File: config.mk
export PLATFORM = sky130hd
export DESIGN_NAME = hoplite_router
export DESIGN_NICKNAME = d
export VERILOG_FILES = /design/src/rtl/hoplite_pkg.sv /design/src/rtl/hoplite_arb.sv /design/src/rtl/hoplite_router.sv
export SDC_FILE = /design/constraint.sdc
export NUM_CORES = 1
export LEC_CHECK = 0
export ABC_AREA = 0
export BUFFER_PORTS_ARGS = -buffer_cell sky130_fd_sc_hd__buf_2
export CAP_MARGIN = 20
export CORE_UTILIZATION = 45
export CTS_BUF_LIST = sky130_fd_sc_hd__clkbuf_8
export CTS_CLUSTER_DIAMETER = 60
export CTS_CLUSTER_SIZE = 25
export DETAILED_ROUTE_END_ITERATION = 10
export PLACE_DENSITY_LB_ADDON = 0.1
export SLEW_MARGIN = 25
export SYNTH_ARGS = -nofsm -noshare
export SYNTH_HDL_FRONTEND = slang
export SYNTH_SLANG_ARGS = --single-unit
File: constraint.sdc
create_clock -name clk -period 5.75 [get_ports clk]
set_input_delay 0.8625 -clock clk [delete_from_list [all_inputs] [get_ports clk]]
set_output_delay 0.8625 -clock clk [all_outputs]
set_load 0.01 [all_outputs]
File: src/rtl/hoplite_pkg.sv
// Shared types and default widths for the Hoplite deflection router.
// Build option: HOPLITE_STATS_EN adds deflection/injection statistics counters.
package hoplite_pkg;

    localparam int unsigned X_W_DEF  = 2;
    localparam int unsigned Y_W_DEF  = 2;
    localparam int unsigned D_W_DEF  = 32;
    localparam int unsigned STARVE_W = 8;
    localparam int unsigned STAT_W   = 16;

    typedef enum logic [1:0] {
        RT_NONE,
        RT_EAST,
        RT_SOUTH,
        RT_EJECT
    } route_t;

endpackage

File: src/rtl/hoplite_arb.sv
// Combinational route decision for the three packet sources (N, W, PE).
// The south channel (s or o) is granted to at most one source per cycle.
module hoplite_arb
    import hoplite_pkg::*;
(
    input  logic   n_v,
    input  logic   n_local,
    input  logic   w_v,
    input  logic   w_south,
    input  logic   w_local,
    input  logic   i_v,
    input  logic   i_south,
    input  logic   i_local,
    input  logic   i_starve,
    output route_t n_rt,
    output route_t w_rt,
    output route_t i_rt,
    output logic   i_ack
);

    logic w_claim;
    logic pe_pri;

    assign w_claim = w_v && w_south;
    // A starving PE wins the south channel over W, but never over N.
    assign pe_pri  = i_v && i_south && i_starve && !n_v;

    always_comb begin
        n_rt  = RT_NONE;
        w_rt  = RT_NONE;
        i_rt  = RT_NONE;
        i_ack = 1'b0;

        if (n_v) begin
            n_rt = n_local ? RT_EJECT : RT_SOUTH;
        end

        if (w_v) begin
            if (w_south && !n_v && !pe_pri) begin
                w_rt = w_local ? RT_EJECT : RT_SOUTH;
            end else begin
                w_rt = RT_EAST;
            end
        end

        if (i_v) begin
            if (i_south) begin
                i_ack = !n_v && (!w_claim || i_starve);
            end else begin
                i_ack = !w_v;
            end
            if (i_ack) begin
                i_rt = i_south ? (i_local ? RT_EJECT : RT_SOUTH) : RT_EAST;
            end
        end
    end

endmodule

File: src/rtl/hoplite_router.sv
// Hoplite unidirectional-torus deflection router: registered east/south/eject
// outputs, PE injection with starvation boost. Option: HOPLITE_STATS_EN.
module hoplite_router
    import hoplite_pkg::*;
#(
    parameter int unsigned X_W        = X_W_DEF,
    parameter int unsigned Y_W        = Y_W_DEF,
    parameter int unsigned D_W        = D_W_DEF,
    parameter int unsigned X          = 0,
    parameter int unsigned Y          = 0,
    parameter int unsigned STARVE_MAX = 8
) (
    input  logic             clk,
    input  logic             rst,
    input  logic [X_W-1:0]   n_x,
    input  logic [Y_W-1:0]   n_y,
    input  logic [D_W-1:0]   n_d,
    input  logic             n_v,
    input  logic [X_W-1:0]   w_x,
    input  logic [Y_W-1:0]   w_y,
    input  logic [D_W-1:0]   w_d,
    input  logic             w_v,
    input  logic [X_W-1:0]   i_x,
    input  logic [Y_W-1:0]   i_y,
    input  logic [D_W-1:0]   i_d,
    input  logic             i_v,
    output logic [X_W-1:0]   e_x,
    output logic [Y_W-1:0]   e_y,
    output logic [D_W-1:0]   e_d,
    output logic             e_v,
    output logic [X_W-1:0]   s_x,
    output logic [Y_W-1:0]   s_y,
    output logic [D_W-1:0]   s_d,
    output logic             s_v,
    output logic [D_W-1:0]   o_d,
    output logic             o_v,
    output logic             i_ack,
    output logic             i_starve
`ifdef HOPLITE_STATS_EN
    ,
    output logic [STAT_W-1:0] defl_cnt,
    output logic [STAT_W-1:0] inj_cnt
`endif
);

    route_t n_rt, w_rt, i_rt;
    logic   i_v_g;
    logic   n_south, n_local, w_south, w_local, i_south, i_local;

    logic [X_W-1:0]      e_x_n, s_x_n;
    logic [Y_W-1:0]      e_y_n, s_y_n;
    logic [D_W-1:0]      e_d_n, s_d_n, o_d_n;
    logic                e_v_n, s_v_n, o_v_n;
    logic [STARVE_W-1:0] cnt, cnt_n;

    assign n_south = (n_x == X_W'(X));
    assign w_south = (w_x == X_W'(X));
    assign i_south = (i_x == X_W'(X));
    assign n_local = n_south && (n_y == Y_W'(Y));
    assign w_local = w_south && (w_y == Y_W'(Y));
    assign i_local = i_south && (i_y == Y_W'(Y));

    // The PE is never acknowledged while reset is held.
    assign i_v_g = i_v && !rst;

    hoplite_arb u_arb (
        .n_v      (n_v),
        .n_local  (n_local),
        .w_v      (w_v),
        .w_south  (w_south),
        .w_local  (w_local),
        .i_v      (i_v_g),
        .i_south  (i_south),
        .i_local  (i_local),
        .i_starve (i_starve),
        .n_rt     (n_rt),
        .w_rt     (w_rt),
        .i_rt     (i_rt),
        .i_ack    (i_ack)
    );

    // Output steering; data fields hold when their channel is idle.
    always_comb begin
        e_v_n = 1'b0;
        e_x_n = e_x;
        e_y_n = e_y;
        e_d_n = e_d;
        s_v_n = 1'b0;
        s_x_n = s_x;
        s_y_n = s_y;
        s_d_n = s_d;
        o_v_n = 1'b0;
        o_d_n = o_d;

        if (w_rt == RT_EAST) begin
            e_v_n = 1'b1;
            e_x_n = w_x;
            e_y_n = w_y;
            e_d_n = w_d;
        end else if (i_rt == RT_EAST) begin
            e_v_n = 1'b1;
            e_x_n = i_x;
            e_y_n = i_y;
            e_d_n = i_d;
        end

        if (n_rt == RT_SOUTH) begin
            s_v_n = 1'b1;
            s_x_n = n_x;
            s_y_n = n_y;
            s_d_n = n_d;
        end else if (w_rt == RT_SOUTH) begin
            s_v_n = 1'b1;
            s_x_n = w_x;
            s_y_n = w_y;
            s_d_n = w_d;
        end else if (i_rt == RT_SOUTH) begin
            s_v_n = 1'b1;
            s_x_n = i_x;
            s_y_n = i_y;
            s_d_n = i_d;
        end

        if (n_rt == RT_EJECT) begin
            o_v_n = 1'b1;
            o_d_n = n_d;
        end else if (w_rt == RT_EJECT) begin
            o_v_n = 1'b1;
            o_d_n = w_d;
        end else if (i_rt == RT_EJECT) begin
            o_v_n = 1'b1;
            o_d_n = i_d;
        end
    end

    // Starvation counter: counts consecutive denials, saturating.
    always_comb begin
        cnt_n = '0;
        if (i_v_g && !i_ack) begin
            cnt_n = (cnt == STARVE_W'(STARVE_MAX)) ? cnt : cnt + STARVE_W'(1);
        end
    end

    always_ff @(posedge clk) begin
        if (rst) begin
            e_x      <= '0;
            e_y      <= '0;
            e_d      <= '0;
            e_v      <= 1'b0;
            s_x      <= '0;
            s_y      <= '0;
            s_d      <= '0;
            s_v      <= 1'b0;
            o_d      <= '0;
            o_v      <= 1'b0;
            cnt      <= '0;
            i_starve <= 1'b0;
        end else begin
            e_x      <= e_x_n;
            e_y      <= e_y_n;
            e_d      <= e_d_n;
            e_v      <= e_v_n;
            s_x      <= s_x_n;
            s_y      <= s_y_n;
            s_d      <= s_d_n;
            s_v      <= s_v_n;
            o_d      <= o_d_n;
            o_v      <= o_v_n;
            cnt      <= cnt_n;
            i_starve <= (cnt_n == STARVE_W'(STARVE_MAX));
        end
    end

`ifdef HOPLITE_STATS_EN
    logic defl_ev;

    assign defl_ev = w_v && w_south && (w_rt == RT_EAST);

    // Saturating event counters.
    always_ff @(posedge clk) begin
        if (rst) begin
            defl_cnt <= '0;
            inj_cnt  <= '0;
        end else begin
            if (defl_ev && (defl_cnt != {STAT_W{1'b1}})) begin
                defl_cnt <= defl_cnt + STAT_W'(1);
            end
            if (i_ack && (inj_cnt != {STAT_W{1'b1}})) begin
                inj_cnt <= inj_cnt + STAT_W'(1);
            end
        end
    end
`endif

endmodule

# Word level (Yosys, flattened, before mapping)
# Index checks and enable logic that the tools add are counted.
[op_classes] n_mul=0 n_eq_ne=10 order_cmp=0 n_reduce_logical=28 n_mux=40 n_shift=0 div=0 bitwise=0 n_addsub=1
[ops] operator="32-bit two-way mux" n=8
[ops] operator="2-bit two-way mux" n=16
[ops] operator="8-bit by 4-bit equality test with 1-bit output, second input constant" n=2
[ops] operator="8-bit two-way mux" n=2
[ops] operator="1-bit two-way mux" n=14
[ops] operator="2-bit equality test, second input constant" n=6
[ops] operator="1-bit logical AND" n=12
[ops] operator="2-bit logical NOT" n=6
[ops] operator="8-bit by 1-bit adder with 8-bit output, second input constant" n=1
[ops] operator="1-bit logical NOT" n=6
[ops] operator="3-bit nonzero test" n=2
[ops] operator="2-bit by 1-bit equality test with 1-bit output, second input constant" n=2
[ops] operator="2-bit nonzero test" n=1
[ops] operator="1-bit logical OR" n=1
[totals] n_memories=0 word_cells=91 latchBits=0 register_bits=116 mem_bits_ro=0 ramBits=0

# Longest topological paths before layout
# Gate-level depths: netlist of run 1.
[depth] word_depth=13 mapped_depth=8 depth_no_buf=6

# Modules after synthesis
# Synthesis of run 1 repeated with hierarchy kept, for this count alone.
[hier_totals] cells_unflattened=708 hier_area_um2=6128.4
[by_module_without_submodules] mod="hoplite_router" instances=1 area_per_inst_um2=6023.3 cells_per_inst=691 seq_area_each_um2=2322.2
[by_module_without_submodules] mod="hoplite_arb" instances=1 area_per_inst_um2=105.1 cells_per_inst=17 seq_area_each_um2=0.0

# Worst setup path before layout of run 1
# Ideal clock, no wire load.
[synth_path] path_type="input to output" from="input port w_v" to="output port i_ack" required_time_ps=4888 n_path_buf=1 stages=5 arrival_time_ps=1701 path_slack_ps=3187 path_cell_list="buf_2 > nor4b_1 > nor2_1 > a21oi_1 > nor2_1"
[synth_via] elab_chain_cells=7 elab_cells_between_ends=8
[synth_rtl] item="start: declaration" line="hoplite_router.sv:22" rtl="input logic w_v,"
[synth_rtl] item="1-bit logical AND" line="hoplite_arb.sv:24" rtl="assign w_claim = w_v && w_south;"
[synth_rtl] item="1-bit logical NOT" line="hoplite_arb.sv:48" rtl="i_ack = !n_v && (!w_claim || i_starve);"
[synth_rtl] item="1-bit logical OR" line="hoplite_arb.sv:48"
[synth_rtl] item="1-bit logical AND" line="hoplite_arb.sv:48"
[synth_rtl] item="1-bit two-way mux (*)" line="hoplite_arb.sv:47" rtl="if (i_south) begin"
[synth_rtl] item="1-bit two-way mux (*) (2 in a row)" line="hoplite_arb.sv:46" rtl="if (i_v) begin"
[synth_rtl] item="end: declaration" line="hoplite_router.sv:37" rtl="output logic i_ack,"
# Every way passes the cells marked *; elsewhere a longest branch is shown, timed or not. The select of a mux whose other input is x is not followed.

# Final worst setup path of run 1
[layout_path] from="input port rst" to="register s_d[2]"
[layout_via] elab_chain_cells=12 elab_cells_between_ends=15
[layout_rtl] item="start: declaration" line="hoplite_router.sv:14" rtl="input logic rst,"
[layout_rtl] item="1-bit logical NOT" line="hoplite_router.sv:64" rtl="assign i_v_g = i_v && !rst;"
[layout_rtl] item="1-bit logical AND" line="hoplite_router.sv:64"
[layout_rtl] item="1-bit logical AND (3 in a row)" line="hoplite_arb.sv:26" rtl="assign pe_pri = i_v && i_south && i_starve && !n_v;"
[layout_rtl] item="1-bit logical NOT" line="hoplite_arb.sv:39" rtl="if (w_south && !n_v && !pe_pri) begin"
[layout_rtl] item="1-bit logical AND" line="hoplite_arb.sv:39"
[layout_rtl] item="2-bit two-way mux" line="hoplite_arb.sv:39"
[layout_rtl] item="2-bit two-way mux" line="hoplite_arb.sv:38" rtl="if (w_v) begin"
[layout_rtl] item="2-bit equality test" line="hoplite_router.sv:112" rtl="end else if (w_rt == RT_SOUTH) begin"
[layout_rtl] item="32-bit two-way mux" line="hoplite_router.sv:112"
[layout_rtl] item="32-bit two-way mux" line="hoplite_router.sv:107" rtl="if (n_rt == RT_SOUTH) begin"
[layout_rtl] item="end signal: assignment" line="hoplite_router.sv:165" rtl="s_d <= s_d_n;"
[layout_rtl] item="end: declaration" line="hoplite_router.sv:33" rtl="output logic [D_W-1:0] s_d,"
# Several ways; a longest one is shown, not always the timed one.
# A chain may end at the register's enable or synchronous reset.

==> out/results.ini, run 1 <==
[floorplan]
die-area_mm2=0.0132
start_util_pct=46.8
core_area_mm2=0.0122
die_height_um=115
ios=222
rows=40
die_width_um=115

[min_path]
hp-class=reg -> reg
hold_start=o_d[0]
hold_depth=2
hold_end=o_d[0]

[worst_setup_path]
crit_type=in -> reg
r2r_cells=5
timing.rr.end=s_d[2]
path_cells=buf_4 -> nor4b_4 -> or4b_1 -> buf_4 -> nand3_2 -> o221a_2
cp_max_fo=52
reg2reg_slack_ns=2.54
crit_family=simple AND/OR/NAND/NOR gates
worst_ep_arrival_time_ns=3.85
critPathLaunchType=primary input
required_ns=6.07
path_buf_inv=2
cp_slowest_stage_delay_ns=0.69
end_kind=register
slowest_stage=or4b_1
path_common_cell=buf_4
r2r-start=i_starve

[placed_design]
dp_slack_ns=1.79
gp_congestion=0.869
place_hpwl_mm=12.0
dp.cells=972
portBuffers=221

[finish]
drive_above_1_share_pct=39.3
layout_common_cells=220 x buf_2, 123 x nor2_1, 116 x dfxtp_1
final_common_cell=buf_2
diodes=0
finalNonFillerCells=1003
synthToLayoutAreaGrowth_pct=26.2
nets=938

[clock_tree]
htree_levels=4
cts_hold_buf=0
cts_made_buffers=17
root_buffer=clkbuf_8
clk_latency_ns=0.43
cts_tree=built
clock_sinks=116
clockBufferDepth=2
post_cts_buffers=0
ctsResizeCount=0
clkTransAtPathRegs_ns=0.07

[timing]
tightestPinTransition_ns=0.900
rsz0062_at_grt=false
final.setup.worst_slack_ns=2.22
skew_ns=0.00410
setup_viol=0
fmax_ghz=0.283
hold_viol_final=0
fin_crit_ns=3.53
finalCritPeriodShare_pct=61.5
maxSlewHeadroom_pct=40.0
drv_slew=0
finalSetupTns_ns=0

[route]
vias_per_cell=5.75
drc=0
drt_iter0_markers=468
dr.pass1.iters=6
detail-route-antenna-nets=0
wl_per_cell_um=18.2
via_count=5767
routed_wl_mm=18.3

[power_and_ir_drop]
finalPower_mw=1.90
max-vdd-ir-drop_v=0.000138
leakage_nw=3.00
p_per_area_mw_per_mm2=263

[logic_synthesis]
synth_compound_area_share_pct=28.8
synth-xor-area-share_pct=1.38
yosys.area_share.simple_pct=15.7
synth.largest_area_cell=dfxtp_1
avgSynthCellArea_um2=9.02
ys_seq_elements=116
synth-async-reset-ratio_pct=0
syn_nets=749
synthAdderAreaFrac_pct=0.438
synth-edff-count=0
synthesis.instances=634
ys_types=47
ys_warn_count=0
seq_area_frac_synth_pct=40.6
synth_top_area_share_pct=40.6
synthMuxAreaShare_pct=5.95
synth_area_leaders=dfxtp_1 41%, nor2_1 8.1%, a221oi_2 7.6%
synthFlopType=dfxtp_1
syn_area_mm2=0.00572
synth_top_family_by_area=compound AO/OA/AOI/OAI gates

[global_routing]
grt_pass1_vias=5412
grt_max_degree=60
grt_pass1_wl_mm=28.1
track_usage_pct=27.6
antenna_found_initial=0
grt-ovfl-total=0

[run]
cap_viol_max_count=0

[status]
outcome=completed

[tightest hold or removal path: stages, from the launching register on]
cell      delay (ns)
dfxtp_1         0.31
inv_1           0.06
a221oi_2        0.05
[how the worst max path moves through the flow]
stage,startpoint,endpoint,slack (ns),depth (start not counted)
detailed placement,rst,s_d[26],1.79,6
floorplan,w_v,i_ack,3.19,5
global placement,rst,s_d[15],1.89,6
CTS,rst,s_d[26],2.25,6
global route,rst,s_d[11],2.08,6
finish,rst,s_d[2],2.22,6
[routing by layer]
layer / up-vias / part of all wire, % / track usage (%)
met5: - / 0 / 0
met4: 0 / 1.3 / 9.87
met3: 22 / 7.7 / 5.13
met2: 268 / 47 / 45.9
met1: 2759 / 44 / 35.7
li1: 2718 / - / -
[metrics by stage]
| stage | util, % | hold WS, ns | area, um2 |
|---|---|---|---|
| finish | 59.1 | 0.462 | 7210 |
| global route | 59.1 | 0.486 | 7210 |
| CTS | 59.0 | 0.463 | 7210 |
| detailed placement | 56.0 | 0.453 | 6840 |
| global placement | 56.0 | 0.448 | 6840 |
| floorplan | - | 0.487 | 5720 |
[state kept, by name, summed over array words and instances, names as in the netlist]
name      flops
cnt           8
e_d          32
e_v           1
e_x           2
e_y           2
i_starve      1
o_d          32
o_v           1
s_d          32
s_v           1
s_x           2
s_y           2
[kinds of logic after synthesis]
group           Yosys count
simple gates            199
flops                   116
xor+xnor                  9
buf+inv                  94
compound gates          180
fa+ha+maj                 2
mux                      34
[synth_stat cells, drive strengths merged (3+ instances only)]
cell type and instances:
xnor2 6, nor4 3, clkbuf 42, a221oi 32
nand2b 4, nand3 6, o221a 32, a211oi 37
a22oi 34, and2 3, buf 17, xor2 3
and3 3, o21ai 33, nor2 124, nand2 9
dfxtp 116, mux2i 34, inv 35, nor3 38
a21oi 3
[final cells by class]
type                            count  area, um2
Clock inverter                      9       63.8
Sequential cell                   116       2320
Inverter                           35        131
Clock buffer                       22        303
Multi-Input combinational cell    424       3010
Tap cell                          168        210
Timing Repair Buffer              229       1170
Fill cell                        1169       5000
[power breakdown]
group | switching, mW | total, mW | internal [mW]
Clock | 0.315 | 0.702 | 0.387
Sequential | 0.0294 | 0.885 | 0.856
Combinational | 0.180 | 0.313 | 0.133
Total | 0.525 | 1.90 | 1.38
No activity file was read; power rests on OpenSTA's default activity.
==> run 2, diff against run 1 <==
--- a/config.mk
+++ b/config.mk
@@ -5,7 +5,7 @@
 export SDC_FILE = /design/constraint.sdc
 export NUM_CORES = 1
 export LEC_CHECK = 0
-export ABC_AREA = 0
+export ABC_AREA = 1
 export BUFFER_PORTS_ARGS = -buffer_cell sky130_fd_sc_hd__buf_2
 export CAP_MARGIN = 20
 export CORE_UTILIZATION = 45
==> constraint.sdc (replaced) <==
create_clock -name clk -period 2.97 [get_ports clk]
set_input_delay 0.4455 -clock clk [delete_from_list [all_inputs] [get_ports clk]]
set_output_delay 0.4455 -clock clk [all_outputs]
set_load 0.01 [all_outputs]
==> out/results.ini, run 2 <==
[placed_design]
dp_slack_ns=0.605  ; -1.19 ns
place_hpwl_mm=15.4  ; +28%
portBuffers=221  ; unchanged
dp.cells=1663  ; +71%
dpl_cell_area_mm2=0.00841  ; +23%
gp_congestion=0.861  ; -0.86%

[floorplan]
start_util_pct=46.7  ; -0.15 points
ios=222  ; unchanged
core_area_mm2=0.0154  ; +26%
die_width_um=128  ; +12%
rows=45  ; +13%
die-area_mm2=0.0165  ; +25%
die_height_um=128  ; +12%

[finish]
finalNonFillerCells=1694  ; +69%
layout_common_cells=425 x nand2_1, 360 x nor2_1, 221 x buf_2
final_cell_area_mm2=0.00876  ; +21%
nets=1586  ; +69%
fill_cells=1692  ; +45%
reg_top3=e_d: 32 flops, o_d: 32 flops, s_d: 32 flops
drive_above_1_share_pct=18.9  ; -20 points
diodes=0  ; unchanged
final_common_cell=nand2_1
synthToLayoutAreaGrowth_pct=21.7

[clock_tree]
cts_made_buffers=17  ; unchanged
cts_tree=built
post_cts_buffers=0  ; unchanged
htree_levels=4  ; unchanged
cts_hold_buf=0  ; unchanged
ctsResizeCount=0  ; unchanged
root_buffer=clkbuf_8
clk_latency_ns=0.44  ; about the same
clkTransAtPathRegs_ns=0.07  ; about the same
clockBufferDepth=2  ; unchanged
clock_sinks=116  ; unchanged

[min_path]
hp-class=in -> reg
hold_start=rst

[timing]
setup_viol=0  ; unchanged
final.setup.worst_slack_ns=1.02  ; -1.20 ns
tightestPinTransition_ns=0.896  ; -0.00396 ns
maxSlewHeadroom_pct=40.2  ; +0.20 points
skew_ns=0.0106  ; +0.00647 ns
finalCritPeriodShare_pct=65.8
rsz0062_at_grt=false
fin_crit_ns=1.95
drv_slew=0  ; unchanged
finalSetupTns_ns=0  ; unchanged
fmax_ghz=0.512
hold_viol_final=0  ; unchanged

[route]
wl_per_cell_um=14.0  ; -23%
detail-route-antenna-nets=0  ; unchanged
dr.pass1.iters=5  ; -1
routed_wl_mm=23.7  ; +30%
drc=0  ; unchanged
vias_per_cell=4.87  ; -15%
via_count=8249  ; +43%
drt_iter0_markers=660  ; +41%

[logic_synthesis]
yosys.cell_count.top_type=nand2_1
synth_common_cells=426 x nand2_1, 360 x nor2_1, 124 x inv_1, 116 x dfxtp_1, 72 x nand4_1
synth-async-reset-ratio_pct=0  ; unchanged
ys_types=26  ; -45%
synth_top_area_share_pct=32.3  ; -8.4 points
seq_area_frac_synth_pct=32.3  ; -8.4 points
ys_seq_elements=116  ; unchanged
synthesis.instances=1294  ; +100%
synth.largest_area_cell=dfxtp_1
synth-edff-count=0  ; unchanged
synth_area_leaders=dfxtp_1 32%, nand2_1 22%, nor2_1 19%
syn_nets=1409  ; +88%
ys_warn_count=0  ; unchanged
syn_area_mm2=0.00720  ; +26%
avgSynthCellArea_um2=5.56  ; -38%
synthFlopType=dfxtp_1

[global_routing]
grt_pass1_wl_mm=37.5  ; +34%
antenna_found_initial=0  ; unchanged
track_usage_pct=29.0  ; +1.5 points
grt_max_degree=103  ; +72%
grt-ovfl-total=0  ; unchanged
grt_pass1_vias=7316  ; +35%

[status]
outcome=completed

[worst_setup_path]
cp_max_fo=35  ; -33%
required_ns=3.34  ; -2.73 ns
critPathLaunchType=register
end_kind=register
worstSetupStartpoint=i_starve
worst_ep_arrival_time_ns=2.33  ; -1.52 ns
r2r-start=i_starve
crit_type=reg -> reg
cp-endpoint=s_x[0]
r2r_cells=6  ; +1
reg2reg_slack_ns=1.02  ; -1.52 ns
timing.rr.end=s_x[0]

[power_and_ir_drop]
finalPower_mw=3.90  ; +110%
internal_power_mw=2.69  ; +95%
max-vdd-ir-drop_v=0.000251  ; +82%
p_comb_share_pct=21.8  ; +5.3 points
clkPwrFrac_pct=34.0  ; -2.9 points
p_sw_mw=1.22  ; +130%
leakage_nw=5.04  ; +68%
power.share.sequential_pct=44.1  ; -2.5 points
sw_frac_of_total_pct=31.2  ; +3.6 points
p_per_area_mw_per_mm2=446  ; +69%

[run]
cap_viol_max_count=0  ; unchanged

-- run 2: changes by cell type after synthesis, sizes merged, moves of 8 or more --
cell	previous run	this run
nand2	9	429
nor2	124	361
inv	35	126
nand4	1	73
nand3	6	46
a211oi	37	0
a22oi	34	0
mux2i	34	0
nor3	38	4
a221oi	32	0
o221a	32	0
buf	17	32
o21ai	33	43
clkbuf	42	50
-- run 2: per-layer routing --
| metal | share of wire [%] | global-route usage (%) | vias up |
|---|---|---|---|
| met4 | 1.4 | 9.69 | 0 |
| met3 | 8.4 | 6.24 | 24 |
| met2 | 47 | 48.9 | 305 |
| li1 | - | - | 4302 |
| met1 | 43 | 36.8 | 3618 |
| met5 | 0 | 0 | - |
-- run 2: critical path, cell delays in order (launching register included) --
cell and delay, ns:
dfxtp_1 0.39, nand3_2 0.21, nand3_4 0.13, nand3_2 0.69, inv_1 0.32, nor2_1 0.07, nor2_1 0.08
-- run 2: cells by family (layout without fill, tap and decap cells) --
kind of cell	count (synthesis)	in the layout	share of synthesized area, %
AO/OA/AOI/OAI	49	49	3.42
XOR/XNOR	4	4	0.487
adder cells (fa/ha/maj)	2	2	0.348
buffers and inverters	209	398	11.6
flip-flops	116	116	32.3
AND/OR/NAND/NOR	914	914	51.8
-- run 2: area by class of cell --
class / instances / area, um2 / share of cell area (%)
inverter: 127 / 478 / 5.46
clock inverter: 11 / 72.6 / 0.828
tap: 211 / 264 / 3.01
multi-input combinational: 969 / 4070 / 46.5
sequential: 116 / 2320 / 26.5
clock buffer: 20 / 275 / 3.14
timing repair buffer: 240 / 1270 / 14.5
-- run 2: worst min path at each step --
stage | end | slack (ns) | cells after the start
final | s_v | 0.32 | 2
after global routing | s_v | 0.29 | 2
after CTS | s_v | 0.28 | 2
after detailed placement | e_d[5] | 0.49 | 2
after global placement | e_d[29] | 0.47 | 2
after floorplan | cnt[7] | 0.47 | 2
-- run 2: power by group through the flow --
stage	sequential (mW)	clock [mW]	combinational (mW)
2_1_floorplan	1.80	0	0.466
3_3_place_gp	1.76	0	0.846
3_5_place_dp	1.76	0	0.851
4_1_cts	1.72	1.35	0.856
5_1_grt	1.74	1.43	0.966
6_report	1.72	1.33	0.853
-- run 2: stage by stage --
| step | hold WS [ns] | utilization, % |
|---|---|---|
| final | 0.317 | 56.8 |
| after global routing | 0.293 | 56.8 |
| after CTS | 0.281 | 56.8 |
| after detailed placement | 0.487 | 54.5 |
| after global placement | 0.475 | 54.5 |
| after floorplan | 0.473 | - |
==> run 3, diff against run 2 <==
==> constraint.sdc (replaced) <==
create_clock -name clk -period 2.05 [get_ports clk]
set_input_delay 0.3075 -clock clk [delete_from_list [all_inputs] [get_ports clk]]
set_output_delay 0.3075 -clock clk [all_outputs]
set_load 0.01 [all_outputs]
==> out/results.ini, run 3 (synthesized netlist as in run 2, its figures left out) <==
[placed_design]
dp.cells=1678  ; +0.90%
place_hpwl_mm=16.6  ; +8.3%
dpl_cell_area_mm2=0.00865  ; +2.8%
portBuffers=221  ; unchanged
gp_congestion=0.846  ; -1.8%

[floorplan]
die_width_um=128  ; unchanged
die-area_mm2=0.0165  ; unchanged
rows=45  ; unchanged
ios=222  ; unchanged
start_util_pct=46.7  ; unchanged
die_height_um=128  ; unchanged
core_area_mm2=0.0154  ; unchanged

[global_routing]
grt_pass1_vias=7623  ; +4.2%
grt-ovfl-total=0  ; unchanged
grt_pass1_wl_mm=38.2  ; +1.7%
track_usage_pct=29.7  ; +0.70 points
grt_max_degree=43  ; -58%
top_usage_layer=met2
grt_use_met1_pct=36.7  ; -0.10 points
antenna_found_initial=0  ; unchanged
use_met2_pct=50.5  ; +1.6 points
use_met3_pct=6.49  ; +0.25 points

[finish]
final_cell_area_mm2=0.00903  ; +3.1%
drive_above_1_share_pct=20.0  ; +1.0 points
synthToLayoutAreaGrowth_pct=25.4
reg_top3=e_d: 32 flops, o_d: 32 flops, s_d: 32 flops
fill_cells=1623  ; -4.1%
finalNonFillerCells=1707  ; +0.77%
diodes=0  ; unchanged
final_common_cell=nand2_1
layout_common_cells=425 x nand2_1, 360 x nor2_1, 221 x buf_2
nets=1601  ; +0.95%
utilization_pct=58.5  ; +1.7 points

[power_and_ir_drop]
power.share.sequential_pct=42.5  ; -1.6 points
p_per_area_mw_per_mm2=650  ; +46%
sw_frac_of_total_pct=30.8  ; -0.42 points
leakage_nw=5.16  ; +2.4%
p_comb_share_pct=21.9  ; about the same
max-vdd-ir-drop_v=0.000418  ; +66%
internal_power_mw=4.06  ; +51%
p_sw_mw=1.80  ; +48%
clkPwrFrac_pct=35.6  ; +1.6 points

[timing]
setup_viol=0  ; unchanged
maxSlewHeadroom_pct=68.5  ; +28 points
hold_viol_final=0  ; unchanged
rsz0062_at_grt=false
fin_crit_ns=1.81
finalSetupTns_ns=0  ; unchanged
skew_ns=0.00732  ; -0.00325 ns
fmax_ghz=0.553
tightestPinTransition_ns=0.473  ; -0.423 ns
finalCritPeriodShare_pct=88.2
drv_slew=0  ; unchanged

[clock_tree]
ctsResizeCount=0  ; unchanged
cts_made_buffers=17  ; unchanged
clkTransAtPathRegs_ns=0.06  ; about the same
clk_latency_ns=0.46  ; +0.02 ns
root_buffer=clkbuf_8
htree_levels=4  ; unchanged
post_cts_buffers=0  ; unchanged
clock_sinks=116  ; unchanged
cts_hold_buf=0  ; unchanged
cts_tree=built
clockBufferDepth=2  ; unchanged

[worst_setup_path]
path_buf_inv=1  ; unchanged
cp_slowest_stage_delay_ns=0.43  ; -0.26 ns
worst_ep_arrival_time_ns=1.50  ; -0.83 ns
cp_max_fo=3  ; -91%
required_ns=1.74  ; -1.60 ns
crit_family=flip-flops
path_common_cell=nand2_1
slowest_stage=dfxtp_1
end_kind=output pin
critPathLaunchType=register
path_cells=nor2_1 -> nand2_1 -> nand2_1 -> a21oi_1 -> buf_2
crit_type=reg -> out

[route]
wl_per_cell_um=14.4  ; +2.7%
dr.pass1.iters=5  ; unchanged
detail-route-antenna-nets=0  ; unchanged
drt_iter0_markers=654  ; -0.91%
routed_wl_mm=24.5  ; +3.5%
vias_per_cell=4.95  ; +1.6%
drc=0  ; unchanged
via_count=8442  ; +2.3%

[status]
outcome=completed

[min_path]
hp-class=in -> reg

[run]
cap_viol_max_count=0  ; unchanged

## run 3: cell types whose count changed in the layout (fill, tap and decap cells not counted)
| cell | delta |
|---|---|
| buf_12 | +10 |
| buf_4 | +5 |
| clkbuf_8 | +4 |
| clkinv_2 | -1 |
| inv_1 | -5 |
## run 3: cell type report
type                       count  area (um2)  share of cell area (%)
multi-input combinational    969        4070                    45.1
sequential                   116        2320                    25.7
timing repair buffer         255        1510                    16.7
inverter                     127         478                    5.29
clock buffer                  24         330                    3.66
tap                          211         264                    2.92
clock inverter                 5        48.8                   0.540
## run 3: power by group through the flow
stage / combinational, mW / clock [mW] / sequential [mW]
after floorplan: 0.675 / 0 / 2.61
after global placement: 1.27 / 0 / 2.54
after detailed placement: 1.28 / 0 / 2.54
after CTS: 1.28 / 2.11 / 2.49
after global routing: 1.45 / 2.21 / 2.51
final: 1.28 / 2.09 / 2.49
## run 3: metal layers
layer | wire length, um | vias up | part of all wire (%)
met5 | 0 | - | 0
met4 | 565 | 0 | 2.3
met3 | 1800 | 44 | 7.3
met2 | 11200 | 308 | 46
met1 | 11000 | 3758 | 45
li1 | - | 4332 | -
## run 3: final timing paths
path                            slack (ns)  depth (start not counted)       to      from
worst max register to register        0.40                          8  e_d[14]  i_starve
worst max-delay path                  0.24                          5    i_ack  i_starve
worst min register to register        0.50                          2   e_d[5]    e_d[5]
worst min-delay path                  0.16                          5   s_x[1]    n_x[1]
## run 3: through the flow
step           setup slack [ns]  total power [mW]  hold slack [ns]
2_1_floorplan             0.494              3.29            0.377
3_3_place_gp              0.191              3.81            0.477
3_5_place_dp              0.195              3.82            0.480
4_1_cts                   0.255              5.89            0.142
5_1_grt                   0.131              6.17            0.188
6_report                  0.243              5.87            0.158
## run 3: tightest hold or removal path: stages
cell     delay [ns]
buf_2          0.09
nand2_1        0.04
inv_1          0.04
nor2_1         0.03
nor2_1         0.06
